$ cat src/rtl/adder_stim_pkg.sv
// adder_stim shared types and constants.
// State enum, datapath widths and the LFSR feedback polynomial.
package adder_stim_pkg;

  localparam int OPW   = 16;
  localparam int SUMW  = 17;
  localparam int CNTW  = 16;
  localparam int LFSRW = 32;

  // x^32 + x^22 + x^2 + x + 1, right-shifting Galois form
  localparam logic [LFSRW-1:0] LFSR_POLY = 32'h8020_0003;

  typedef enum logic [1:0] {
    S_IDLE,
    S_RUN,
    S_DRAIN,
    S_DONE
  } state_e;

endpackage

$ cat src/rtl/adder_stim_lfsr.sv
// 32-bit Galois LFSR with synchronous load and step enable.
// Ports: clk, rst_n (async low, resets to SEED), load, en, o_state.
module adder_stim_lfsr
  import adder_stim_pkg::*;
#(
  parameter logic [LFSRW-1:0] SEED = 32'hACE1_2013
) (
  input  logic             clk,
  input  logic             rst_n,
  input  logic             load,
  input  logic             en,
  output logic [LFSRW-1:0] o_state
);

  logic [LFSRW-1:0] lfsr_q;
  logic [LFSRW-1:0] lfsr_d;

  always_comb begin
    lfsr_d = lfsr_q;
    if (load) begin
      lfsr_d = SEED;
    end else if (en) begin
      lfsr_d = {1'b0, lfsr_q[LFSRW-1:1]}
             ^ (lfsr_q[0] ? LFSR_POLY : '0);
    end
  end

  always_ff @(posedge clk or negedge rst_n) begin
    if (!rst_n) begin
      lfsr_q <= SEED;
    end else begin
      lfsr_q <= lfsr_d;
    end
  end

  assign o_state = lfsr_q;

endmodule

$ cat src/rtl/adder_stim.sv
// Adder self-test stimulus generator and checker.
// Ports: clk, rst_n, i_start, o_a/o_b out, i_sum in, o_busy, o_done, o_pass, o_err_count, o_vec_count.
module adder_stim
  import adder_stim_pkg::*;
#(
  parameter int               LATENCY     = 1,
  parameter int               NUM_VECTORS = 256,
  parameter logic [LFSRW-1:0] SEED        = 32'hACE1_2013
) (
  input  logic            clk,
  input  logic            rst_n,
  input  logic            i_start,
  output logic [OPW-1:0]  o_a,
  output logic [OPW-1:0]  o_b,
  input  logic [SUMW-1:0] i_sum,
  output logic            o_busy,
  output logic            o_done,
  output logic            o_pass,
  output logic [CNTW-1:0] o_err_count,
  output logic [CNTW-1:0] o_vec_count
);

  localparam logic [CNTW-1:0] LAST_IDX = CNTW'(NUM_VECTORS - 1);
  localparam logic [CNTW-1:0] NV       = CNTW'(NUM_VECTORS);

  // Release of reset is re-timed; assertion stays asynchronous.
  logic [1:0] rst_sync_q;
  logic [1:0] rst_sync_d;
  logic       rst_int_n;

  assign rst_sync_d = {rst_sync_q[0], 1'b1};

  always_ff @(posedge clk or negedge rst_n) begin
    if (!rst_n) begin
      rst_sync_q <= '0;
    end else begin
      rst_sync_q <= rst_sync_d;
    end
  end

  assign rst_int_n = rst_sync_q[1];

  state_e           state_q, state_d;
  logic [OPW-1:0]   a_q, a_d;
  logic [OPW-1:0]   b_q, b_d;
  logic [CNTW-1:0]  issue_cnt_q, issue_cnt_d;
  logic [CNTW-1:0]  vec_q, vec_d;
  logic [CNTW-1:0]  err_q, err_d;
  logic [LFSRW-1:0] lfsr_state;
  logic             issue;
  logic             start_go;
  logic [SUMW-1:0]  exp_now;
  logic [SUMW-1:0]  exp_dly;
  logic             cmp_vld;
  logic             mismatch;

  assign issue    = (state_q == S_RUN);
  assign start_go = i_start
                  && ((state_q == S_IDLE) || (state_q == S_DONE));

  // Operands come straight from the LFSR while issuing,
  // otherwise the last issued pair is held.
  assign o_a = issue ? lfsr_state[31:16] : a_q;
  assign o_b = issue ? lfsr_state[15:0]  : b_q;
  assign a_d = o_a;
  assign b_d = o_b;

  assign exp_now = {1'b0, o_a} + {1'b0, o_b};

  adder_stim_lfsr #(
    .SEED (SEED)
  ) u_lfsr (
    .clk     (clk),
    .rst_n   (rst_int_n),
    .load    (start_go),
    .en      (issue),
    .o_state (lfsr_state)
  );

  if (LATENCY == 0) begin : g_nodly
    assign exp_dly = exp_now;
    assign cmp_vld = issue;
  end else begin : g_dly
    logic [LATENCY-1:0]           vld_q, vld_d;
    logic [LATENCY-1:0][SUMW-1:0] exp_q, exp_d;

    always_comb begin
      vld_d[0] = issue;
      exp_d[0] = exp_now;
      for (int i = 1; i < LATENCY; i++) begin
        vld_d[i] = vld_q[i-1];
        exp_d[i] = exp_q[i-1];
      end
    end

    always_ff @(posedge clk or negedge rst_int_n) begin
      if (!rst_int_n) begin
        vld_q <= '0;
        exp_q <= '0;
      end else begin
        vld_q <= vld_d;
        exp_q <= exp_d;
      end
    end

    assign exp_dly = exp_q[LATENCY-1];
    assign cmp_vld = vld_q[LATENCY-1];
  end

  assign mismatch = cmp_vld && (i_sum != exp_dly);

  always_comb begin
    state_d = state_q;
    unique case (state_q)
      S_IDLE, S_DONE: if (i_start) state_d = S_RUN;
      S_RUN:   if (issue_cnt_q == LAST_IDX) state_d = S_DRAIN;
      S_DRAIN: if (vec_q == NV) state_d = S_DONE;
      default: state_d = S_IDLE;
    endcase
  end

  always_comb begin
    vec_d       = vec_q;
    err_d       = err_q;
    issue_cnt_d = issue_cnt_q;
    if (start_go) begin
      vec_d       = '0;
      err_d       = '0;
      issue_cnt_d = '0;
    end else begin
      if (issue) issue_cnt_d = issue_cnt_q + 1'b1;
      if (cmp_vld) begin
        vec_d = vec_q + 1'b1;
        if (mismatch && (err_q != '1)) err_d = err_q + 1'b1;
      end
    end
  end

  always_ff @(posedge clk or negedge rst_int_n) begin
    if (!rst_int_n) begin
      state_q     <= S_IDLE;
      a_q         <= '0;
      b_q         <= '0;
      issue_cnt_q <= '0;
      vec_q       <= '0;
      err_q       <= '0;
    end else begin
      state_q     <= state_d;
      a_q         <= a_d;
      b_q         <= b_d;
      issue_cnt_q <= issue_cnt_d;
      vec_q       <= vec_d;
      err_q       <= err_d;
    end
  end

  assign o_busy      = (state_q == S_RUN) || (state_q == S_DRAIN);
  assign o_done      = (state_q == S_DONE);
  assign o_pass      = (state_q == S_DONE) && (err_q == '0);
  assign o_err_count = err_q;
  assign o_vec_count = vec_q;

endmodule

$ cat config.mk
export PLATFORM = sky130hd
export DESIGN_NAME = adder_stim
export DESIGN_NICKNAME = d
export VERILOG_FILES = /design/src/rtl/adder_stim_pkg.sv /design/src/rtl/adder_stim_lfsr.sv /design/src/rtl/adder_stim.sv
export SDC_FILE = /design/constraint.sdc
export NUM_CORES = 1
export LEC_CHECK = 0
export ABC_AREA = 1
export CAP_MARGIN = 20
export CORE_UTILIZATION = 27
export CTS_CLUSTER_DIAMETER = 80
export DETAILED_ROUTE_END_ITERATION = 16
export PLACE_DENSITY = 0.45
export SLEW_MARGIN = 20
export SYNTH_ARGS = -nofsm -noshare
export SYNTH_HDL_FRONTEND = slang
export SYNTH_SLANG_ARGS = --single-unit
$ cat constraint.sdc
create_clock -name clk -period 5.4 [get_ports clk]
set_input_delay 1.08 -clock clk [delete_from_list [all_inputs] [get_ports clk]]
set_output_delay 1.08 -clock clk [all_outputs]
set_load 0.03 [all_outputs]
Yosys cells after proc, flatten, opt, wreduce, memory -nomap -nowiden

Index checks and enable logic that the tools add are counted.

Add/sub/neg operators: 4
Equal/unequal tests: 10
Mux-type cells: 16
Bitwise gates (word level): 1
Reduce and logical (&&, ||, !) cells: 14

Operators by type and width:

| cell                                                                    | number |
|---|---|
| 16-bit two-way mux                                                      | 9 |
| 32-bit two-way mux                                                      | 3 |
| 16-bit by 1-bit adder with 16-bit output, second input constant         | 3 |
| 31-bit by 32-bit bitwise XOR with 32-bit output                         | 1 |
| 16-bit by 16-bit adder with 17-bit output                               | 1 |
| 17-bit inequality test                                                  | 1 |
| 16-bit by 8-bit equality test with 1-bit output, second input constant  | 1 |
| 16-bit by 9-bit equality test with 1-bit output, second input constant  | 1 |
| 16-bit logical NOT                                                      | 1 |
| 16-bit inequality test, second input constant                           | 1 |
| 2-bit two-way mux                                                       | 3 |
| 2-bit case mux with 3 select lines                                      | 1 |
| 2-bit nonzero test                                                      | 3 |
| 2-bit equality test, second input constant                              | 2 |
| 1-bit logical AND                                                       | 4 |
| 2-bit inequality test, second input constant                            | 2 |
| 3-bit AND reduction                                                     | 1 |
| 2-bit by 1-bit equality test with 1-bit output, second input constant   | 1 |
| 2-bit logical NOT                                                       | 1 |
| 1-bit logical OR                                                        | 2 |
| 2-bit by 1-bit inequality test with 1-bit output, second input constant | 1 |
| 2-bit AND reduction                                                     | 1 |
| 2-bit OR reduction                                                      | 1 |

Flip-flop bits (word level): 134
Bits of input ports: 20
Output and inout bits: 67
Logic and storage cells: 55

Logic depth before layout (Yosys ltp)

Word-level depth: 6
Gate-level depth with buffers: 20
Gate-level depth less buffers: 17

Cells and area by module

A second synthesis with hierarchy kept.

Cell total of the unflattened synthesis: 945
Area, all modules: 7,292.0 µm²

By module, submodules not included:

| module          | times used | cells each | area each (µm²) | sequential area each (µm²) |
|---|---|---|---|---|
| adder_stim      | 1          | 811        | 6,012.0         | 2,552.4 |
| adder_stim_lfsr | 1          | 134        | 1,280.0         | 815.8 |

Worst setup path before layout

Ideal clock, no wire load.

Path type: register to register
From: reg state_q[1]
To: reg g_dly.exp_q, in the netlist exp_dly[12]
Setup time: 117 ps
Arrival time: 3,533 ps
Required time: 5,283 ps
Setup slack: 1,750 ps
Cell stages (with the launch flop): 19
Buffers on the path: 3
Clock period less this slack: 3,650 ps
Cells stage by stage: dfrtp_1 inv_1 ha_1 inv_2 buf_6 buf_2 clkbuf_1 o21ai_0 ha_1 inv_1 fa_1 inv_1 nand3_1 nand2_1 a21boi_0 o21ai_1 nand2_1 nand3_1 nand2_1

Cells in the longest elaborated chain, start to end: 3
Elaborated cells between the ends (all ways): 4
Those cells by class: 1 x add/sub; 1 x eq/ne; 2 x mux

RTL lines:

| element                                        | RTL line          | source |
|---|---|---|
| start: declaration                             | adder_stim.sv:43  | `state_e state_q, state_d;` |
| start signal: assignment                       | adder_stim.sv:148 | `state_q <= state_d;` |
| 2-bit by 1-bit equality test with 1-bit output | adder_stim.sv:57  | `assign issue = (state_q == S_RUN);` |
| named net g_dly.vld_d                          | adder_stim.sv:84  | `logic [LATENCY-1:0] vld_q, vld_d;` |
| 16-bit two-way mux                             | adder_stim.sv:63  | `assign o_a = issue ? lfsr_state[31:16] : a_q;` |
| named net o_a[0]                               | adder_stim.sv:13  | `output logic [OPW-1:0] o_a,` |
| 16-bit by 16-bit adder with 17-bit output      | adder_stim.sv:68  | `assign exp_now = {1'b0, o_a} + {1'b0, o_b};` |
| named net exp_now[12]                          | adder_stim.sv:52  | `logic [SUMW-1:0] exp_now;` |
| end signal: assignment                         | adder_stim.sv:102 | `exp_q <= exp_d;` |
| end: declaration                               | adder_stim.sv:85  | `logic [LATENCY-1:0][SUMW-1:0] exp_q, exp_d;` |

The timed path passes the listed nets, and every way through them passes these cells.
A chain may end at the register's enable or synchronous reset.

Worst setup path after layout

From: reg state_q[1]
To: out o_b[0]

Cells in the longest elaborated chain, start to end: 2

RTL lines:

| element                                        | RTL line         | source |
|---|---|---|
| 2-bit by 1-bit equality test with 1-bit output | adder_stim.sv:57 |  |
| named net g_dly.vld_d                          | adder_stim.sv:84 |  |
| 16-bit two-way mux                             | adder_stim.sv:64 | `assign o_b = issue ? lfsr_state[15:0] : b_q;` |
| end: declaration                               | adder_stim.sv:14 | `output logic [OPW-1:0] o_b,` |

The timed path passes the listed nets, and every way through them passes these cells.

==> flow_metrics.py <==
metrics = {
    "outcome": {
        "status": "complete, no violations",
    },
    "cts": {
        "cts.repair.resized": 0,
        "clk_path_buf_depth": 2,
        "cts_setup_buffers": 0,
        "cts_made_buffers": 17,
        "cts_hold_buf": 0,
        "htreeDepth": 4,
        "cts.sinks": 134,
        "insertion_delay_ns": 0.42,
        "root_buffer": "clkbuf_16",
        "cts_tree": "built",
        "clkTransAtPathRegs_ns": 0.07,
    },
    "yosys": {
        "synth_top_area_cell": "dfrtp_1",
        "synth_area_leaders": "dfrtp_1 43%, nand2_1 11%, nor2_1 5.9%",
        "syn_inst": 881,
        "ys_types": 41,
        "syn_avg_cell_area_um2": 8.021,
        "synth_seq_cells": 134,
        "synth_area_mm2": 0.007067,
        "synth_top_cell_area_share": 0.4320,
        "syn_nets": 925,
        "yosysSeqAreaShare": 0.4766,
        "yosysWarnings": 0,
    },
    "timing": {
        "finalCriticalPeriod_ns": 4.089,
        "setup_violations": 0,
        "max_clock_freq_mhz": 244.5,
        "drv_slew": 0,
        "setup_tns_ns": 0,
        "fin_crit_sh": 0.7573,
        "tightest_slew_ns": 0.8312,
        "rsz0062_at_grt": "no",
        "clock_skew_ns": 0.01170,
        "slew_headroom": 0.4459,
        "hold_violations": 0,
    },
    "grt": {
        "antenna_found_initial": 0,
        "grt_pass1_vias": 5962,
        "grt_overflow": 0,
        "grt_first_pass_wirelength_mm": 30.86,
        "grt_max_degree": 66,
        "grt_use_total": 0.1479,
    },
    "finish": {
        "fin_nets": 1009,
        "synthToLayoutAreaGrowth_pct": 25.46,
        "antenna_cells": 0,
        "final_core_util": 0.3491,
        "fin_cells": 1308,
        "drive_gt1_frac": 0.07260,
    },
    "setup_path": {
        "crit_path_top_delay_cell": "clkdlybuf4s50_1",
        "cp.required_ns": 4.32,
        "arrival_ns": 3.01,
        "cp_slowest_stage_delay_ns": 0.73,
        "start_kind": "flop",
        "cp_max_fo": 39,
        "worst_setup_path_end_kind": "output pin",
        "worstPathCellList": "inv_1, ha_2, inv_2, buf_4, nor2_1, nor2_1, clkdlybuf4s50_1",
        "critPathMostFrequentCell": "nor2_1",
        "critPathKind": "reg -> out",
    },
    "routing": {
        "drt-met1-wl_mm": 9.423,
        "vias": 5951,
        "dr.max_layer_used": "met4",
        "routed-wl-met3_um": 721,
        "vias_per_cell": 4.550,
        "wl_met2_mm": 8.233,
        "dr.first_iter.drc_count": 332,
        "drc": 0,
        "ant_nets": 0,
        "wl_mm": 18.69,
        "dr.pass1.iters": 4,
        "wl_per_cell_um": 14.29,
    },
    "die": {
        "core_area_mm2": 0.02540,
        "initial_utilization": 0.2782,
        "io_pins": 87,
        "fp.dieW_um": 163.8,
        "dieHeight_um": 163.8,
        "die_area_mm2": 0.02682,
        "rows": 58,
    },
    "run": {
        "maxCapViolations": 0,
    },
    "power": {
        "p_sw_w": 0.0005245,
        "p_leak_nw": 4.328,
        "sw_frac_of_total": 0.2329,
        "p_int_w": 0.001727,
        "vdd_drop_max_v": 0.0001519,
        "clkPwrFrac": 0.534,
        "combPwrFrac": 0.017,
        "p_seq_frac": 0.448,
        "power.density_mw_per_mm2": 254.0,
    },
    "place": {
        "port-buffer-count": 86,
        "dp_cells": 1276,
        "globalplace.congestion": 0.7827,
        "dp_hpwl_mm": 13.19,
    },
    "min_path": {
        "hp-class": "reg -> async",
    },
}
worst max-delay path: cells and delay by family, from the launching register on:
| kind | cells | cell delay, ns |
|---|---|---|
| adder cells (fa/ha/maj) | 1 | 0.18 |
| buffers and inverters | 4 | 1.69 |
| flip-flops | 1 | 0.39 |
| AND/OR/NAND/NOR | 2 | 0.32 |
synthesized netlist by cell type:
cell,n
or2_2,3
conb_1,1
nand2_4,1
buf_1,6
clkbuf_1,12
a21boi_0,2
o21ai_0,33
dfrtp_1,122
buf_2,5
fa_1,1
o31ai_1,5
nor2_2,4
a21oi_1,39
nor3b_1,1
nand2_1,201
nor3_1,32
a211oi_1,6
nor4_4,1
nand3_1,50
xor2_1,20
inv_1,105
buf_6,2
nand3b_1,2
a31o_2,1
nor2_1,112
nor4_1,2
o21bai_1,1
buf_4,2
o21ai_1,6
ha_1,23
nand3_2,1
dfstp_2,12
xnor2_1,18
nand4_1,38
nor4_2,1
o211ai_1,2
a22oi_1,1
nor3_2,2
a31oi_1,1
nand2_2,2
inv_2,2
flip-flops by register name, summed over array words and instances, names as in the netlist:
name,cells
u_lfsr.o_state,32
exp_dly,17
a_q,16
b_q,16
issue_cnt_q,16
o_err_count,16
o_vec_count,16
rst_sync_q,2
state_q,2
cmp_vld,1
layout by cell type, fill, tap and decap left out, types with 3 or more instances in the layout:
| cell | synthesis | layout |
|---|---|---|
| a211oi_1 | 6 | 6 |
| a21oi_1 | 39 | 39 |
| buf_4 | 2 | 6 |
| clkbuf_16 | 0 | 17 |
| clkdlybuf4s50_1 | 0 | 86 |
| clkinv_4 | 0 | 3 |
| dfrtp_1 | 122 | 121 |
| dfstp_2 | 12 | 12 |
| ha_1 | 23 | 22 |
| inv_1 | 105 | 105 |
| inv_6 | 0 | 7 |
| nand2_1 | 201 | 200 |
| nand2_2 | 2 | 3 |
| nand3_1 | 50 | 50 |
| nand4_1 | 38 | 38 |
| nor2_1 | 112 | 112 |
| nor2_2 | 4 | 4 |
| nor3_1 | 32 | 32 |
| o21ai_0 | 33 | 33 |
| o21ai_1 | 6 | 6 |
| o31ai_1 | 5 | 5 |
| or2_2 | 3 | 3 |
| xnor2_1 | 18 | 18 |
| xor2_1 | 20 | 20 |
routing by layer:
layer | GRT usage | up-vias
met2 | 0.2332 | 103
met5 | 0 | -
met3 | 0.03106 | 24
li1 | - | 3032
met4 | 0.04756 | 0
met1 | 0.2013 | 2792
logic make-up after synthesis:
logic type,after synthesis,synth area share
AND/OR/NAND/NOR,453,0.2815
buffers and inverters,134,0.07525
flip-flops,134,0.4766
AO/OA/AOI/OAI,97,0.07543
XOR/XNOR,38,0.04710
adder cells (fa/ha/maj),24,0.04356
other,1,0.0005307
final cells by class:
class | instances | area [µm²]
multi-input combinational | 613 | 3172
sequential | 134 | 3372
inverter | 107 | 401.6
tap | 330 | 412.9
clock buffer | 18 | 439.2
timing repair buffer | 92 | 905.9
fill | 2741 | 16530
clock inverter | 14 | 162.7
power groups by stage:
stage / combinational, W / clock [W] / sequential [W]
3_3_place_gp: 0.0000407 / 0 / 0.00103
3_5_place_dp: 0.0000406 / 0 / 0.00103
2_1_floorplan: 0.00000620 / 0 / 0.00104
5_1_grt: 0.0000442 / 0.00128 / 0.00101
4_1_cts: 0.0000408 / 0.00124 / 0.00101
6_report: 0.0000386 / 0.00120 / 0.00101
per-stage QoR:
stage	hold slack [ns]	total power, W	instance area [µm²]	worst slack, ns
floorplan	0.3312	0.001044	7067	1.411
global placement	0.2999	0.001070	8264	1.769
CTS	0.3039	0.002291	8866	1.251
detailed placement	0.2983	0.001070	8264	1.721
global route	0.3155	0.002331	8866	1.133
finish	0.2729	0.002252	8866	1.311
final timing paths:
path / startpoint / endpoint / slack, ns / depth (start not counted)
min in group clk: rst_sync_q[0] / rst_sync_q[1] / 0.36 / 0
min reg2reg: rst_sync_q[1] / exp_dly[1] / 0.27 / 0
max in group asynchronous: rst_sync_q[1] / o_err_count[6] / 3.94 / 1
max: state_q[1] / o_b[0] / 1.31 / 7
max reg2reg: state_q[1] / exp_dly[12] / 1.75 / 17
min: rst_sync_q[1] / exp_dly[1] / 0.27 / 0
Power figures use the tool's default switching activity.
